## src/rtl/ipf_pkg.sv

```systemverilog
// Shared types and defaults for the instruction prefetch unit.
// The optional perf counters are enabled with IPF_PERF_COUNTERS_EN.
package ipf_pkg;

   localparam int IPF_PC_W  = 7;
   localparam int IPF_DEPTH = 4;

   typedef enum logic {
      FETCH = 1'b0,
      HOLD  = 1'b1
   } ipf_state_t;

   // One buffered word as seen by decode, for the default address width.
   typedef struct packed {
      logic [31:0]         instr;
      logic [IPF_PC_W-1:0] pc_inc;
   } ipf_entry_t;

endpackage

```

## src/rtl/ipf_fifo.sv

```systemverilog
// Synchronous FIFO for assembled words: flush beats push/pop, head reads zero
// when empty, and count_nxt exposes the post-edge occupancy to the fetch control.
module ipf_fifo
   import ipf_pkg::*;
#(
   parameter int DEPTH = IPF_DEPTH,
   parameter int W     = $bits(ipf_entry_t)
) (
   input  logic                       clk,
   input  logic                       reset,
   input  logic                       push,
   input  logic                       pop,
   input  logic                       flush,
   input  logic [W-1:0]               wdata,
   output logic [W-1:0]               head,
   output logic [$clog2(DEPTH+1)-1:0] count,
   output logic [$clog2(DEPTH+1)-1:0] count_nxt
);

   localparam int CW = $clog2(DEPTH+1);
   localparam int AW = (DEPTH > 1) ? $clog2(DEPTH) : 1;

   logic [W-1:0]  mem [DEPTH];
   logic [AW-1:0] wr_ptr;
   logic [AW-1:0] rd_ptr;
   logic          do_push;
   logic          do_pop;

   // Overflowing pushes and empty pops are dropped rather than corrupting pointers.
   assign do_push = push && (count != CW'(DEPTH));
   assign do_pop  = pop && (count != '0);

   always_comb begin
      count_nxt = count;
      if (flush) begin
         count_nxt = '0;
      end else if (do_push && !do_pop) begin
         count_nxt = count + CW'(1);
      end else if (!do_push && do_pop) begin
         count_nxt = count - CW'(1);
      end
   end

   always_ff @(posedge clk) begin
      if (reset) begin
         wr_ptr <= '0;
         rd_ptr <= '0;
         count  <= '0;
      end else begin
         count <= count_nxt;
         if (flush) begin
            wr_ptr <= '0;
            rd_ptr <= '0;
         end else begin
            if (do_push) begin
               wr_ptr <= wr_ptr + AW'(1);
            end
            if (do_pop) begin
               rd_ptr <= rd_ptr + AW'(1);
            end
         end
      end
   end

   always_ff @(posedge clk) begin
      if (do_push && !flush) begin
         mem[wr_ptr] <= wdata;
      end
   end

   assign head = (count != '0) ? mem[rd_ptr] : '0;

endmodule

```

## src/rtl/inst_prefetch_unit.sv

```systemverilog
// Byte-serial instruction prefetch: assembles big-endian words into a FIFO for decode.
// Define IPF_PERF_COUNTERS_EN to add the perf_redirects / perf_starve counters.
module inst_prefetch_unit
   import ipf_pkg::*;
#(
   parameter int PC_W     = IPF_PC_W,
   parameter int DEPTH    = IPF_DEPTH,
   parameter int START_PC = 0
) (
   input  logic                       clk,
   input  logic                       reset,
   output logic                       imem_req,
   output logic [PC_W-1:0]            imem_addr,
   input  logic [7:0]                 imem_rdata,
   input  logic                       redirect_valid,
   input  logic [PC_W-1:0]            redirect_pc,
   output logic                       out_valid,
   input  logic                       out_ready,
   output logic [31:0]                out_instr,
   output logic [PC_W-1:0]            out_pc_inc,
   output logic [$clog2(DEPTH+1)-1:0] fifo_count
`ifdef IPF_PERF_COUNTERS_EN
   ,
   output logic [15:0]                perf_redirects,
   output logic [15:0]                perf_starve
`endif
);

   localparam int CW = $clog2(DEPTH+1);

   typedef struct packed {
      logic [31:0]     instr;
      logic [PC_W-1:0] pc_inc;
   } entry_t;

   ipf_state_t      state;
   ipf_state_t      state_n;
   logic            armed;
   logic [PC_W-1:0] fetch_pc;
   logic [PC_W-1:0] fetch_pc_n;
   logic [1:0]      byte_idx;
   logic [1:0]      byte_idx_n;
   logic            pending;
   logic            pending_n;
   logic [PC_W-1:0] word_pc;
   logic [23:0]     asm_reg;
   logic            resp_valid;
   logic            resp_last;
   logic            push;
   logic            pop;
   logic            room;
   logic [CW-1:0]   count_nxt;
   entry_t          wr_entry;
   entry_t          head_entry;

   // The response to the 4th byte completes the word; a redirect kills it.
   assign push = resp_last && !redirect_valid;
   assign pop  = out_valid && out_ready && !redirect_valid;

   assign wr_entry.instr  = {asm_reg, imem_rdata};
   assign wr_entry.pc_inc = word_pc + PC_W'(4);

   ipf_fifo #(
      .DEPTH (DEPTH),
      .W     ($bits(entry_t))
   ) u_fifo (
      .clk       (clk),
      .reset     (reset),
      .push      (push),
      .pop       (pop),
      .flush     (redirect_valid),
      .wdata     (wr_entry),
      .head      (head_entry),
      .count     (fifo_count),
      .count_nxt (count_nxt)
   );

   assign out_valid  = (fifo_count != '0);
   assign out_instr  = head_entry.instr;
   assign out_pc_inc = head_entry.pc_inc;

   // Nothing is requested in the first cycle after reset.
   assign imem_req = armed && (state == FETCH);

   always_comb begin
      fetch_pc_n = fetch_pc;
      byte_idx_n = byte_idx;
      pending_n  = pending;
      if (redirect_valid) begin
         fetch_pc_n = redirect_pc;
         byte_idx_n = '0;
         pending_n  = 1'b0;
      end else begin
         if (push) begin
            pending_n = 1'b0;
         end
         if (imem_req) begin
            if (byte_idx == 2'd0) begin
               pending_n = 1'b1;
            end
            if (byte_idx == 2'd3) begin
               fetch_pc_n = fetch_pc + PC_W'(4);
               byte_idx_n = '0;
            end else begin
               byte_idx_n = byte_idx + 2'd1;
            end
         end
      end
   end

   // A new word may start only if it and any unfinished word fit beside what is
   // already buffered; a pop in the same cycle is not credited.
   assign room    = (int'(count_nxt) + int'(pending_n)) < DEPTH;
   assign state_n = ((byte_idx_n != 2'd0) || room) ? FETCH : HOLD;

   always_ff @(posedge clk) begin
      if (reset) begin
         state      <= FETCH;
         armed      <= 1'b0;
         fetch_pc   <= PC_W'(START_PC);
         byte_idx   <= '0;
         pending    <= 1'b0;
         word_pc    <= '0;
         asm_reg    <= '0;
         resp_valid <= 1'b0;
         resp_last  <= 1'b0;
         imem_addr  <= '0;
      end else begin
         state      <= state_n;
         armed      <= 1'b1;
         fetch_pc   <= fetch_pc_n;
         byte_idx   <= byte_idx_n;
         pending    <= pending_n;
         resp_valid <= imem_req && !redirect_valid;
         resp_last  <= imem_req && (byte_idx == 2'd3) && !redirect_valid;
         imem_addr  <= (state_n == FETCH) ? (fetch_pc_n + PC_W'(byte_idx_n)) : '0;
         if (imem_req && (byte_idx == 2'd0)) begin
            word_pc <= fetch_pc;
         end
         if (resp_valid) begin
            asm_reg <= {asm_reg[15:0], imem_rdata};
         end
      end
   end

`ifdef IPF_PERF_COUNTERS_EN
   always_ff @(posedge clk) begin
      if (reset) begin
         perf_redirects <= '0;
         perf_starve    <= '0;
      end else begin
         if (redirect_valid && (perf_redirects != 16'hFFFF)) begin
            perf_redirects <= perf_redirects + 16'd1;
         end
         if (!out_valid && out_ready && (perf_starve != 16'hFFFF)) begin
            perf_starve <= perf_starve + 16'd1;
         end
      end
   end
`endif

endmodule

```

## config.mk

```make
export PLATFORM = sky130hd
export DESIGN_NAME = inst_prefetch_unit
export DESIGN_NICKNAME = d
export VERILOG_FILES = /design/src/rtl/ipf_pkg.sv /design/src/rtl/ipf_fifo.sv /design/src/rtl/inst_prefetch_unit.sv
export SDC_FILE = /design/constraint.sdc
export NUM_CORES = 1
export LEC_CHECK = 0
export ABC_CLOCK_PERIOD_IN_PS = 5300
export CAP_MARGIN = 20
export CORE_UTILIZATION = 45
export CTS_BUF_LIST = sky130_fd_sc_hd__clkbuf_16
export CTS_CLUSTER_SIZE = 12
export DETAILED_ROUTE_END_ITERATION = 8
export PLACE_DENSITY = 0.67
export SETUP_SLACK_MARGIN = 0.1
export SYNTH_ARGS = -nofsm -noshare
export SYNTH_HDL_FRONTEND = slang
export SYNTH_HIERARCHICAL = 1
export SYNTH_SLANG_ARGS = --single-unit
```

## constraint.sdc

```tcl
create_clock -name clk -period 5.3 [get_ports clk]
set_input_delay 0.53 -clock clk [delete_from_list [all_inputs] [get_ports clk]]
set_output_delay 0.53 -clock clk [all_outputs]
set_load 0.02 [all_outputs]
```

==> results of run 1 <==
through the flow:
stage | hold slack, ns | util, %
after CTS | 0.4839 | 54.86
after detailed placement | 0.4726 | 51.19
after global routing | 0.5081 | 54.86
final | 0.4811 | 54.86
after floorplan | 0.4411 | -
after global placement | 0.4643 | 51.19
Yosys cell counts, types with 8 or more instances:
| cell | count |
|---|---|
| mux4_2 | 39 |
| dfxtp_1 | 61 |
| nor2_1 | 48 |
| buf_2 | 8 |
| nor2b_1 | 42 |
| mux2i_1 | 36 |
| clkbuf_1 | 12 |
| ha_1 | 13 |
| edfxtp_1 | 156 |
| nand2_1 | 12 |
| inv_1 | 15 |
| a21oi_1 | 12 |
| nand3_1 | 10 |
logic make-up after synthesis:
group	count (synthesis)
and+or+nand+nor	157
muxes	79
xor gates and xnor gates	7
adders and majority gates	14
buffers and inverters	43
AOI/OAI and AO/OA	33
DFF	217
area by class of cell:
cell class | instances | area share [%]
Clock buffer | 24 | 5.794
Inverter | 16 | 0.5794
Sequential cell | 217 | 57.00
Clock inverter | 19 | 0.9054
Multi-Input combinational cell | 290 | 25.39
Tap cell | 260 | 3.139
Timing Repair Buffer | 77 | 7.195
worst register-to-register path: stages, from the launching register on:
cell       delay (ns)
dfxtp_1          0.56
or3_1            0.19
and3_1           0.39
mux2_4           0.24
o221ai_2         0.10
a2111oi_0        0.43
nand2_1          0.11
a211oi_1         0.29
o32ai_1          0.25
nand2_1          0.19
nor2_1           0.07
routing by layer:
metal  routed length, µm  vias up
li1                    -     2217
met1                7203     2421
met2                7986      101
met3                 613       29
met4                 320        0
met5                   0        -
where the power goes:
part	leakage (nW)	switching (mW)	internal (mW)
clock	0.374	0.621	0.820
sequential	1.94	0.0123	1.82
combinational	1.16	0.0529	0.0424
total	3.47	0.686	2.68
final timing paths:
path | start | endpoint | slack (ns)
max | u_fifo/count[0] | out_instr[17] | 1.54
min reg2reg | asm_reg[16] | u_fifo/mem[3][31] | 0.48
min | asm_reg[16] | u_fifo/mem[3][31] | 0.48
max reg2reg | u_fifo/count[2] | imem_addr[3] | 2.36
==> metrics.txt, run 1 <==
status=complete, no violations; Final min period=3.765 ns; maximum VDD drop=0.2675 mV; Hold Path Depth=0; nets=659; reg2reg path depth=10; pwr/cell area=325.0 nW/µm²; leakage power total=3.468 nW; Initial DRC Count=242; Adder-Cell Fraction of Synth Area=between 2 and 2.5%; Worst-path clk slew=0.06 ns; CTS Buf Count=24; number of port buffers=69; fillers=~1,500; Fmax achieved=0.2656 GHz; ant diodes=0; slowest stage cell, crit path=and2b_1; crit path buf inv count=3; layout cell share with drive strength beyond 1=about 15%; Seq/Total Area, Yosys=67.53%; Starting Density=a little under half; Pwr Total=3.369 mW; CP Launch Type=flip-flop; post-synthesis mux area share=about 15%; Site Rows=50; Design Area, Final=10,360 µm²; max reg flops=156; cells after synthesis=550; via count=4,768; CP peak stage delay=0.78 ns; total grt overflow=0; cts hold-fix bufs=0; Skew-Pair Late Insertion Delay=0.52 ns; netlist area before placement=8745 µm²; endpoints failing setup=0; Yosys warnings=6; register area=5908 µm²; antenna violations before repair=0; mean routed wirelength per cell=between 15 and 20 µm; Core Area=18,890 µm²; Largest delay share family, worst path=buffers and inverters; number of remaining DRC errors=0; Crit path depth=6; Layout Skew=0.02652 ns; Die H=141.4 µm; Setup TNS=0 ns; HP Class=flip-flop to flip-flop; CTS tree=yes; Area Overhead vs Synth=18.53%; clock sink count=217; Synth top area share=53.57%; largest net degree at the start of global routing=48; Slew headroom=25.41%; largest family of logic cells by synthesized area=multiplexers; crit path cell chain=inv_1 > ha_1 > and2b_1 > buf_4 > nor2b_1 > clkdlybuf4s50_1; area of placed instances=9671 µm²; prevailing post-synth register cell=edfxtp_1; first-pass GRT wire length=26,090 µm; met2 Resource Use GR=approximately 29%; vias in the first global route=4,957; CP required=4.77 ns; Multi-input gate area=2631 µm²; hpwl dp=between 9000 and 10,000 µm; Post-Route WL=16,120 µm; most frequent cells in the layout=156 x edfxtp_1, 68 x clkdlybuf4s50_1, 59 x dfxtp_1; met1 Track Usage GR=21.82%; post-CTS resize count=0; RePlAce Congestion=just over 0.8; Post-Synth XOR/XNOR Area=less than 1%; setup bufs post-CTS=0; Final Max Tran Viols=0; vias per inst=5.280; Mapped Nets=between 500 and 600; dominant cell type by area after synthesis=edfxtp_1; Setup Crit Path Kind=flip-flop to primary output; CP Capture Type=primary output; commonest non-fill, non-tap cell in the layout=edfxtp_1; crit share post-route=a little under three quarters; number of cells in the design after placement=860; routing usage on met3=2.801%; Worst-Margin Slew=between 1 and 1.5 ns; Synth Area in Simple Gates=9.701%; Async S/R FF share, synth=0%; die area=19,990 µm²; compound-gate portion of the synthesized area=2.776%; Layout Cells excl Fill=903; Detailed Routing Iterations Pass 1=4; number of synthesized flops with an enable pin=156; H-tree depth=1; most used routing layer=met2; Critical Path AT=between 3 and 4 ns; top cells by area, synth=edfxtp_1 54%, dfxtp_1 14%, mux4_2 10%, mux2i_1 4.1%, nor2b_1 3.0%; Clock Tree Buf Depth=3; GRT Util Overall=16.77%; endpoints failing hold=0; worst setup margin=1.535 ns; dpl ws=between 1 and 1.5 ns; RSZ-0062 raised after global routing=false; Synth Register Bits=217; CTS root buf=clkbuf_16; Syn Area/Cell=15.90 µm²; Max Cap Viol=0; DRT antenna net count=0; crit-path max FO=24; IO Pins=70; Distinct cells, synth=52; Die W=141.4 µm
Power figures use the tool's default switching activity.
==> run 2: changes to the inputs <==
- ABC_CLOCK_PERIOD_IN_PS: 5300 -> 3000
- PLACE_DENSITY: 0.67 -> 0.7
- clock period: 5.3 -> 3 ns (I/O delays scaled with it)
==> run 2 against run 1 <==
Effect of this change: final cell count up 0.89%; sequential cell count unchanged; register-to-register slack worse by 2.0 ns; die area unchanged; design area up 2.0%; critical path type unchanged; critical endpoint is now out_instr[4].
==> metrics.txt, run 2 (synthesis results as in run 1) <==
pwr/cell area=561.5 nW/µm² (+73%); Die W=141.4 µm (unchanged); Sw Pwr=1.177 mW (+72%); post-CTS resize count=6 (+6); antenna violations before repair=0 (unchanged); cts hold-fix bufs=0 (unchanged); H-tree depth=1 (unchanged); largest net degree at the start of global routing=47 (-2.1%); nets=668 (+1.4%); CP required=2.70 ns (-2.07 ns); sequential share of power=54.5% (about the same); Pwr Total=5.938 mW (+76%); HP Class=primary input to flip-flop; vias in the first global route=5,017 (+1.2%); Worst-path clk slew=0.06 ns (about the same); crit-path max FO=13 (-46%); most frequent cells in the layout=156 x edfxtp_1, 59 x dfxtp_1, 48 x nor2_1; maximum VDD drop=0.3616 mV (+35%); clock sink count=217 (unchanged); number of cells in the design after placement=870 (+1.2%); CTS tree=yes; Core Area=18,890 µm² (unchanged); endpoints failing hold=0 (unchanged); number of port buffers=69 (unchanged); Slew headroom=58.95% (+34 points); area of placed instances=9826 µm² (+1.6%); CTS root buf=clkbuf_16; Setup TNS=0 ns (unchanged); Max Cap Viol=0 (unchanged); Die H=141.4 µm (unchanged); switching share of power=19.82% (-0.55 points); Site Rows=50 (unchanged); endpoints failing setup=0 (unchanged); hpwl dp=9586 µm (-1.3%); status=complete, no violations; Final min period=2.748 ns; Initial DRC Count=275 (+14%); via count=4,775 (+0.15%); Clk network pwr share=42.5% (-0.3 points); die area=19,990 µm² (unchanged); CP Launch Type=flip-flop; register area=5908 µm² (unchanged); vias per inst=5.241 (-0.73%); CTS Buf Count=23 (-4.2%); first-pass GRT wire length=26,250 µm (+0.61%); Detailed Routing Iterations Pass 1=4 (unchanged); Setup Crit Path Kind=flip-flop to primary output; setup bufs post-CTS=0 (unchanged); GRT Util Overall=16.80% (+0.034 points); fillers=1,504 (-0.66%); RSZ-0062 raised after global routing=false; layout cell share with drive strength beyond 1=16.59% (+1.5 points); Final Max Tran Viols=0 (unchanged); Power Internal=4.761 mW (+77%); DRT antenna net count=0 (unchanged); Multi-input gate area=2651 µm² (+0.76%); leakage power total=3.960 nW (+14%); IO Pins=70 (unchanged); Area Overhead vs Synth=20.92%; Clock Tree Buf Depth=3 (unchanged); Min Hold Slack=0.4781 ns (-0.003012 ns); crit share post-route=91.60%; max reg flops=156 (unchanged); Skew-Pair Late Insertion Delay=0.49 ns (-0.03 ns); commonest non-fill, non-tap cell in the layout=edfxtp_1; Starting Density=46.28% (unchanged); Layout Skew=0.01194 ns (-0.01457 ns); Worst-Margin Slew=0.6102 ns (-0.5087 ns); ant diodes=0 (unchanged); Fmax achieved=~0.36 GHz; Critical Path AT=2.45 ns (-0.78 ns); Layout Cells excl Fill=911 (+0.89%); mean routed wirelength per cell=17.61 µm (-1.4%); Post-Route WL=16,040 µm (-0.51%); RePlAce Congestion=0.8353 (+3.4%); CP Capture Type=primary output; total grt overflow=0 (unchanged); Logic pwr share=2.9% (about the same); Design Area, Final=10,570 µm² (+2.0%); number of remaining DRC errors=0 (unchanged)
run 2: final timing paths:
check / slack [ns] / from / cells past startpoint / to
max: 0.25 / u_fifo/count[0] / 6 / out_instr[4]
min: 0.48 / imem_rdata[0] / 1 / u_fifo/mem[2][7]
max reg2reg: 0.33 / u_fifo/count[0] / 10 / imem_addr[5]
min reg2reg: 0.48 / fetch_pc[1] / 2 / word_pc[1]
run 2: metal layers:
layer	vias to the layer above	GRT usage, %	part of all wire (%)
li1	2239	-	-
met1	2395	21.90	44
met2	121	29.10	50
met3	20	2.869	4.2
met4	0	4.697	1.8
met5	-	0	0
run 2: layout make-up:
cell class              count  share of cell area (%)
repair buffers             87                   8.993
clock inverters            18                  0.9703
well taps                 260                   3.077
multi-input cells         290                   25.07
inverters                  16                  0.5680
flip-flops and latches    217                   55.88
clock buffers              23                   5.443
run 2: critical path, cell delays in order (launching register included):
cell             delay (ns)
dfxtp_1                0.41
inv_1                  0.13
ha_2                   0.26
and2b_4                0.25
buf_4                  0.20
nor2b_1                0.11
clkdlybuf4s50_1        0.60
run 2: power by group through the flow:
stage	registers (mW)	logic, mW	clock network [mW]
2_1_floorplan	3.30	0.0910	0
6_report	3.24	0.175	2.53
4_1_cts	3.24	0.175	2.57
3_3_place_gp	3.30	0.169	0
5_1_grt	3.24	0.192	2.70
3_5_place_dp	3.30	0.173	0
run 2: metrics by stage:
stage	util [%]	setup WS, ns
after global routing	55.97	0.1045
after floorplan	-	0.1891
final	55.97	0.2519
after CTS	55.58	0.1108
after detailed placement	52.01	0.1067
after global placement	52.01	0.2138
